<file path="src/rtl/apb_pkg.sv">
// Shared types and helpers for the APB register-bank slave.
package apb_pkg;

  // Transfer FSM: IDLE waits for a setup phase, ACCESS runs the access phase.
  typedef enum logic {
    IDLE   = 1'b0,
    ACCESS = 1'b1
  } apb_state_e;

  // PSLVERR encodings.
  localparam logic OKAY   = 1'b0;
  localparam logic SLVERR = 1'b1;

  // Merge one byte lane: take the new byte when its strobe is set.
  function automatic logic [7:0] strb_merge(input logic [7:0] old_byte,
                                            input logic [7:0] wdata_byte,
                                            input logic       strb);
    return strb ? wdata_byte : old_byte;
  endfunction

  // Byte address to word index (shift = log2 of bytes per word).
  function automatic logic [31:0] addr_to_index(input logic [31:0] addr,
                                                input int unsigned shift);
    return addr >> shift;
  endfunction

endpackage

</file>
<file path="src/rtl/apb_reg_bank.sv">
// Register array with byte-strobe write port, read mux (reg 0 = ID) and flat output.
import apb_pkg::*;

module apb_reg_bank #(
  parameter int                    DATA_WIDTH = 32,
  parameter int                    NUM_REGS   = 16,
  parameter logic [DATA_WIDTH-1:0] ID_VALUE   = DATA_WIDTH'(32'hA9B0_0001)
) (
  input  logic                           clk,
  input  logic                           rst_n,
  input  logic                           we,
  input  logic [$clog2(NUM_REGS)-1:0]    idx,
  input  logic [DATA_WIDTH-1:0]          wdata,
  input  logic [DATA_WIDTH/8-1:0]        wstrb,
  output logic [DATA_WIDTH-1:0]          rdata,
  output logic [NUM_REGS*DATA_WIDTH-1:0] regs_flat
);

  localparam int NB    = DATA_WIDTH / 8;
  localparam int IDX_W = $clog2(NUM_REGS);

  // Register 0 is the constant ID, so only 1..NUM_REGS-1 need storage.
  logic [DATA_WIDTH-1:0] mem_reg [1:NUM_REGS-1];
  logic [DATA_WIDTH-1:0] merged_word;

  // Read mux; index 0 (and the write-merge base for it) returns the ID constant.
  always_comb begin
    rdata = ID_VALUE;
    for (int i = 1; i < NUM_REGS; i++) begin
      if (idx == IDX_W'(i)) rdata = mem_reg[i];
    end
  end

  // Per-lane merge of the addressed word with the incoming write data.
  for (genvar gi = 0; gi < NB; gi++) begin : g_lane
    assign merged_word[gi*8 +: 8] = strb_merge(rdata[gi*8 +: 8], wdata[gi*8 +: 8], wstrb[gi]);
  end

  // Register storage: cleared on reset, updated with the merged word on a write.
  always_ff @(posedge clk or negedge rst_n) begin
    if (!rst_n) begin
      for (int i = 1; i < NUM_REGS; i++) mem_reg[i] <= '0;
    end else if (we) begin
      for (int i = 1; i < NUM_REGS; i++) begin
        if (idx == IDX_W'(i)) mem_reg[i] <= merged_word;
      end
    end
  end

  // Flat parallel view of every register for the owning logic.
  for (genvar gi = 0; gi < NUM_REGS; gi++) begin : g_flat
    if (gi == 0) begin : g_id
      assign regs_flat[gi*DATA_WIDTH +: DATA_WIDTH] = ID_VALUE;
    end else begin : g_reg
      assign regs_flat[gi*DATA_WIDTH +: DATA_WIDTH] = mem_reg[gi];
    end
  end

endmodule

</file>
<file path="src/rtl/apb_regbank_slave.sv">
// APB4 slave: transfer FSM, wait-state counter, address decode and response gating.
import apb_pkg::*;

module apb_regbank_slave #(
  parameter int                    DATA_WIDTH  = 32,
  parameter int                    ADDR_WIDTH  = 16,
  parameter int                    NUM_REGS    = 16,
  parameter int                    WAIT_STATES = 0,
  parameter logic [DATA_WIDTH-1:0] ID_VALUE    = DATA_WIDTH'(32'hA9B0_0001)
) (
  input  logic                           PCLK,
  input  logic                           PRESETn,
  input  logic                           PSELx,
  input  logic                           PENABLE,
  input  logic                           PWRITE,
  input  logic [ADDR_WIDTH-1:0]          PADDR,
  input  logic [DATA_WIDTH-1:0]          PWDATA,
  input  logic [DATA_WIDTH/8-1:0]        PSTRB,
  output logic                           PREADY,
  output logic [DATA_WIDTH-1:0]          PRDATA,
  output logic                           PSLVERR,
  output logic [NUM_REGS*DATA_WIDTH-1:0] regs_o
);

  localparam int NB    = DATA_WIDTH / 8;
  localparam int SHIFT = $clog2(NB);
  localparam int IDX_W = $clog2(NUM_REGS);

  apb_state_e            state_reg, state_next;
  logic [3:0]            cnt_reg, cnt_next;
  logic                  latch_setup;
  logic [ADDR_WIDTH-1:0] paddr_reg;
  logic                  pwrite_reg;
  logic [DATA_WIDTH-1:0] pwdata_reg;
  logic [NB-1:0]         pstrb_reg;

  logic [31:0]           index_full;
  logic [IDX_W-1:0]      index;
  logic                  misaligned, out_of_range, write_id, err;
  logic                  complete, bank_we;
  logic [DATA_WIDTH-1:0] bank_rdata;

  // Next state and wait counter; a setup phase always (re)starts a transfer.
  always_comb begin
    state_next  = state_reg;
    cnt_next    = cnt_reg;
    latch_setup = 1'b0;
    if (PSELx && !PENABLE) begin
      state_next  = ACCESS;
      cnt_next    = 4'(WAIT_STATES);
      latch_setup = 1'b1;
    end else if (state_reg == ACCESS) begin
      if (!PSELx) begin
        state_next = IDLE;               // master aborted the transfer
      end else if (cnt_reg != 4'd0) begin
        cnt_next = cnt_reg - 4'd1;       // stalled access cycle
      end else begin
        state_next = IDLE;               // completing access cycle
      end
    end
  end

  // FSM state and wait counter registers.
  always_ff @(posedge PCLK or negedge PRESETn) begin
    if (!PRESETn) begin
      state_reg <= IDLE;
      cnt_reg   <= 4'd0;
    end else begin
      state_reg <= state_next;
      cnt_reg   <= cnt_next;
    end
  end

  // Capture the request on every setup phase so the access phase is self-contained.
  always_ff @(posedge PCLK or negedge PRESETn) begin
    if (!PRESETn) begin
      paddr_reg  <= '0;
      pwrite_reg <= 1'b0;
      pwdata_reg <= '0;
      pstrb_reg  <= '0;
    end else if (latch_setup) begin
      paddr_reg  <= PADDR;
      pwrite_reg <= PWRITE;
      pwdata_reg <= PWDATA;
      pstrb_reg  <= PSTRB;
    end
  end

  // Address decode and error conditions on the latched request.
  always_comb begin
    index_full   = addr_to_index(32'(paddr_reg), SHIFT);
    index        = index_full[IDX_W-1:0];
    misaligned   = (32'(paddr_reg) & ((32'd1 << SHIFT) - 32'd1)) != 32'd0;
    out_of_range = index_full >= 32'(NUM_REGS);
    write_id     = pwrite_reg && (index_full == 32'd0);
    err          = misaligned || out_of_range || write_id;
  end

  // Completion is combinational so PREADY falls with reset or a dropped PSELx.
  assign complete = (state_reg == ACCESS) && PSELx && PENABLE && (cnt_reg == 4'd0);
  assign bank_we  = complete && pwrite_reg && !err;

  assign PREADY  = complete;
  assign PSLVERR = (complete && err) ? SLVERR : OKAY;
  assign PRDATA  = (complete && !err && !pwrite_reg) ? bank_rdata : '0;

  apb_reg_bank #(
    .DATA_WIDTH (DATA_WIDTH),
    .NUM_REGS   (NUM_REGS),
    .ID_VALUE   (ID_VALUE)
  ) u_bank (
    .clk       (PCLK),
    .rst_n     (PRESETn),
    .we        (bank_we),
    .idx       (index),
    .wdata     (pwdata_reg),
    .wstrb     (pstrb_reg),
    .rdata     (bank_rdata),
    .regs_flat (regs_o)
  );

endmodule

</file>
<file path="config.mk">
export PLATFORM = sky130hd
export DESIGN_NAME = apb_regbank_slave
export DESIGN_NICKNAME = d
export VERILOG_FILES = /design/src/rtl/apb_pkg.sv /design/src/rtl/apb_reg_bank.sv /design/src/rtl/apb_regbank_slave.sv
export SDC_FILE = /design/constraint.sdc
export NUM_CORES = 1
export LEC_CHECK = 0
export ABC_CLOCK_PERIOD_IN_PS = 4550
export CAP_MARGIN = 20
export CELL_PAD_IN_SITES_DETAIL_PLACEMENT = 0
export CELL_PAD_IN_SITES_GLOBAL_PLACEMENT = 1
export CORE_ASPECT_RATIO = 1.25
export CORE_MARGIN = 3
export CORE_UTILIZATION = 41
export DETAILED_ROUTE_END_ITERATION = 16
export GPL_TIMING_DRIVEN = 0
export PLACE_DENSITY_LB_ADDON = 0.3
export RECOVER_POWER = 100
export SLEW_MARGIN = 20
export SYNTH_ARGS = -nofsm -noshare
export SYNTH_HDL_FRONTEND = slang
export SYNTH_SLANG_ARGS = --single-unit
</file>
<file path="constraint.sdc">
create_clock -name PCLK -period 4.55 [get_ports PCLK]
set_input_delay 1.365 -clock PCLK [delete_from_list [all_inputs] [get_ports PCLK]]
set_output_delay 1.365 -clock PCLK [all_outputs]
set_load 0.01 [all_outputs]
</file>
==> results.md <==
- Status: finished, violations left
- Failing checks: max-capacitance violations, max-slew violations, negative setup slack
- Die W: 229 um
- Relative slew slack: -0.465
- Via Count: 27700
- Routability cong.: 0.996
- Synth Flop Type: dfrtp_1
- Overflow after GRT: 0
- CP required: 3.18 ns
- RSZ-0062 raised after global routing: yes
- PwrDens: 354 nW/um2
- Slew of the pin with the lowest slew margin: 2.20 ns
- TNS Setup: -10.13 ns
- Total iterations of the first detailed-routing run: 7
- Final min period: 4.94 ns
- Seq/Total Area, Yosys: 0.527
- CTS tree: built
- TritonCTS Sinks: 538
- TritonCTS buffer count: 57
- Post-Synth XOR/XNOR Area: 0.00103
- Overall power: 13000 uW
- Post-synthesis compound-gate area fraction: 0.217
- WL final: 152000 um
- Synth warnings: 0
- Final period util: 1.08
- Final setup fails: 83
- Clock skew: 0.0407 ns
- Post-Synth Simple-Gate Area: 0.142
- Async set or reset register ratio after synthesis: 1.00
- Syn Inst Count: 2708
- Max-cap violations: 1
- Mapped Area: 25600 um2
- Largest family of logic cells by synthesized area: compound AO/OA/AOI/OAI gates
- Antenna Nets Post-Route: 0
- CTS hold repair buffers: 0
- Mux contribution to synthesized area: 0.0558
- Wire per inst: 35.1 um
- CP peak stage delay: 0.56 ns
- Clock-pin slew on the worst setup and hold paths: 0.06 ns
- Final Non-Filler Cells: 4339
- Ratio of cells with drive above 1 in the final layout: 0.175
- Synth Area per Inst: 9.44 um2
- Clk_lat worst skew: 0.67 ns
- Clock root cell: clkbuf_16
- Initial Utilization: 0.417
- DRC errors left: 0
- CP Capture Type: output pin
- Initial drt markers: 3372
- Max FFs per register: 480
- Leak Pwr: 0.0173 uW
- Drt via density: 6.38
- Worst-path fanout max: 10
- Setup Slack @ Placement: -1.65 ns
- Crit Path Class: reg -> out
- First-pass GRT wire length: 208000 um
- Std cell rows: 101
- Post-placement cell count: 4138
- Register bit total from synthesis: 538
- Critical path's slowest cell: clkdlybuf4s50_1
- Syn-to-layout area delta: 44.3%
- Die extent in y: 285 um
- Maximum clock frequency: 0.203 GHz
- Top-level port count: 603
- H-tree Lvls: 2
- Crit path DAT: 3.57 ns
- Final worst slack: -0.385 ns
- Total core area: 61300 um2
- EDFF count, synth: 0
- GRT Overall Usage: 0.450
- CP cell instances: buf_8 > nor2b_2 > clkbuf_4 > a221oi_1 > nor2_1 > a211oi_1 > a211oi_4 > nor2b_1 > clkdlybuf4s50_1
- Vias in the first global route: 26800
- Adder-cell share of the synthesized area: 0.000489
- Netlist cell types: 90
- Top cells by area, synth: dfrtp_1 53%, o21ai_0 7.5%, nand2_1 6.8%, a21oi_1 3.6%, mux2_2 3.3%
- Hold/Removal Path Class: reg -> reg
- Startpoint Class: flop
- Final Slew Violations: 79
- PortBufs: 570
- Final nets: 3528
- Initial antenna violation count: 1
- Count of final hold-check violations: 0
- Top cell type's share of synthesized area: 0.527
- Die ar.: 65400 um2
- Max IR drop VDD: 0.340 mV
- Largest net degree at the start of global routing: 100
- DP Wirelength: 114000 um
- Most area-hungry cell type in the Yosys netlist: dfrtp_1
- Clock Path Buffers: 3
## cells by family (layout without fill, tap and decap cells)
logic type      Yosys count  after routing
compound gates          925            925
xor+xnor                  3              3
fa+ha+maj                 1              1
buf+inv                 264           1040
flops                   538            538
mux                     130            130
other cells               2             33
simple gates            845            845
## repair_timing
action	CTS	global route
setup buffers	59	44
pin swaps	51	53
gates resized for setup	371	141
setup endpoints to repair	72	31
cloned	3	1
## where the power goes
group	internal (uW)	switching, uW
combinational	994	2160
clock	2840	2140
sequential	4850	57.4
## cells in the mapped netlist, types with 45 or more instances
library cell / number
o22ai_1: 56
buf_2: 52
buf_4: 53
dfrtp_1: 538
mux2_2: 76
nor2_1: 218
a22oi_1: 45
clkbuf_1: 118
mux2i_1: 49
nand2_1: 466
o21ai_1: 47
a21oi_1: 186
o21ai_0: 381
## cell type report
| type | count | area (um2) |
|---|---|---|
| Tap cell | 824 | 1030 |
| Antenna cell | 1 | 2.50 |
| Timing Repair Buffer | 681 | 6610 |
| Inverter | 11 | 45.0 |
| Buffer | 245 | 2060 |
| Multi-Input combinational cell | 1936 | 11700 |
| Clock buffer | 80 | 1670 |
| Sequential cell | 538 | 13500 |
| Clock inverter | 23 | 274 |
| Fill cell | 5410 | 24400 |
## routing by layer
metal / vias up / share of wire / GRT usage
met5: - / 0 / 0.000744
met4: 0 / 0.10 / 0.334
met3: 673 / 0.11 / 0.118
met2: 2242 / 0.44 / 0.708
met1: 13700 / 0.35 / 0.531
li1: 11100 / - / -
## worst max-delay path, delay by kind of cell, from the launching register on
family,cells,cell delay (ns)
buffers and inverters,3,1.12
AND/OR/NAND/NOR,3,0.74
AO/OA/AOI/OAI,3,0.57
flip-flops,1,0.45
## metrics by stage
step                instance area [um2]   util  hold WS (ns)
floorplan                         25700      -         0.472
global placement                  32400  0.529         0.482
detailed placement                32600  0.532         0.490
CTS                               36200  0.591         0.503
global route                      36900  0.602         0.523
finish                            36900  0.602         0.502
## cell usage in the layout (no fill, tap or decap), types with 44 or more instances in the layout
cell type | Yosys | final
clkbuf_1 | 118 | 117
nand2_1 | 466 | 460
mux2i_1 | 49 | 44
clkbuf_16 | 0 | 58
o22ai_1 | 56 | 49
a21oi_1 | 186 | 171
nor2_1 | 218 | 216
buf_4 | 53 | 135
dfrtp_1 | 538 | 537
o21ai_0 | 381 | 379
clkdlybuf4s50_1 | 0 | 59
mux2_2 | 76 | 73
dlygate4sd3_1 | 0 | 479
## worst paths after layout
path	from	cells past startpoint	slack, ns	endpoint
max	paddr_reg[4]$_DFFE_PN0P_	9	-0.39	PRDATA[28]
min	u_bank.regs_flat[222]$_DFFE_PN0P_	2	0.50	u_bank.regs_flat[222]$_DFFE_PN0P_
max reg2reg	paddr_reg[2]$_DFFE_PN0P_	15	-0.20	u_bank.regs_flat[436]$_DFFE_PN0P_
min reg2reg	u_bank.regs_flat[222]$_DFFE_PN0P_	2	0.50	u_bank.regs_flat[222]$_DFFE_PN0P_
max in group asynchronous	PRESETn	5	0.12	u_bank.regs_flat[436]$_DFFE_PN0P_
min in group asynchronous	PRESETn	1	0.63	u_bank.regs_flat[115]$_DFFE_PN0P_
(Power assumes the default switching activity.)
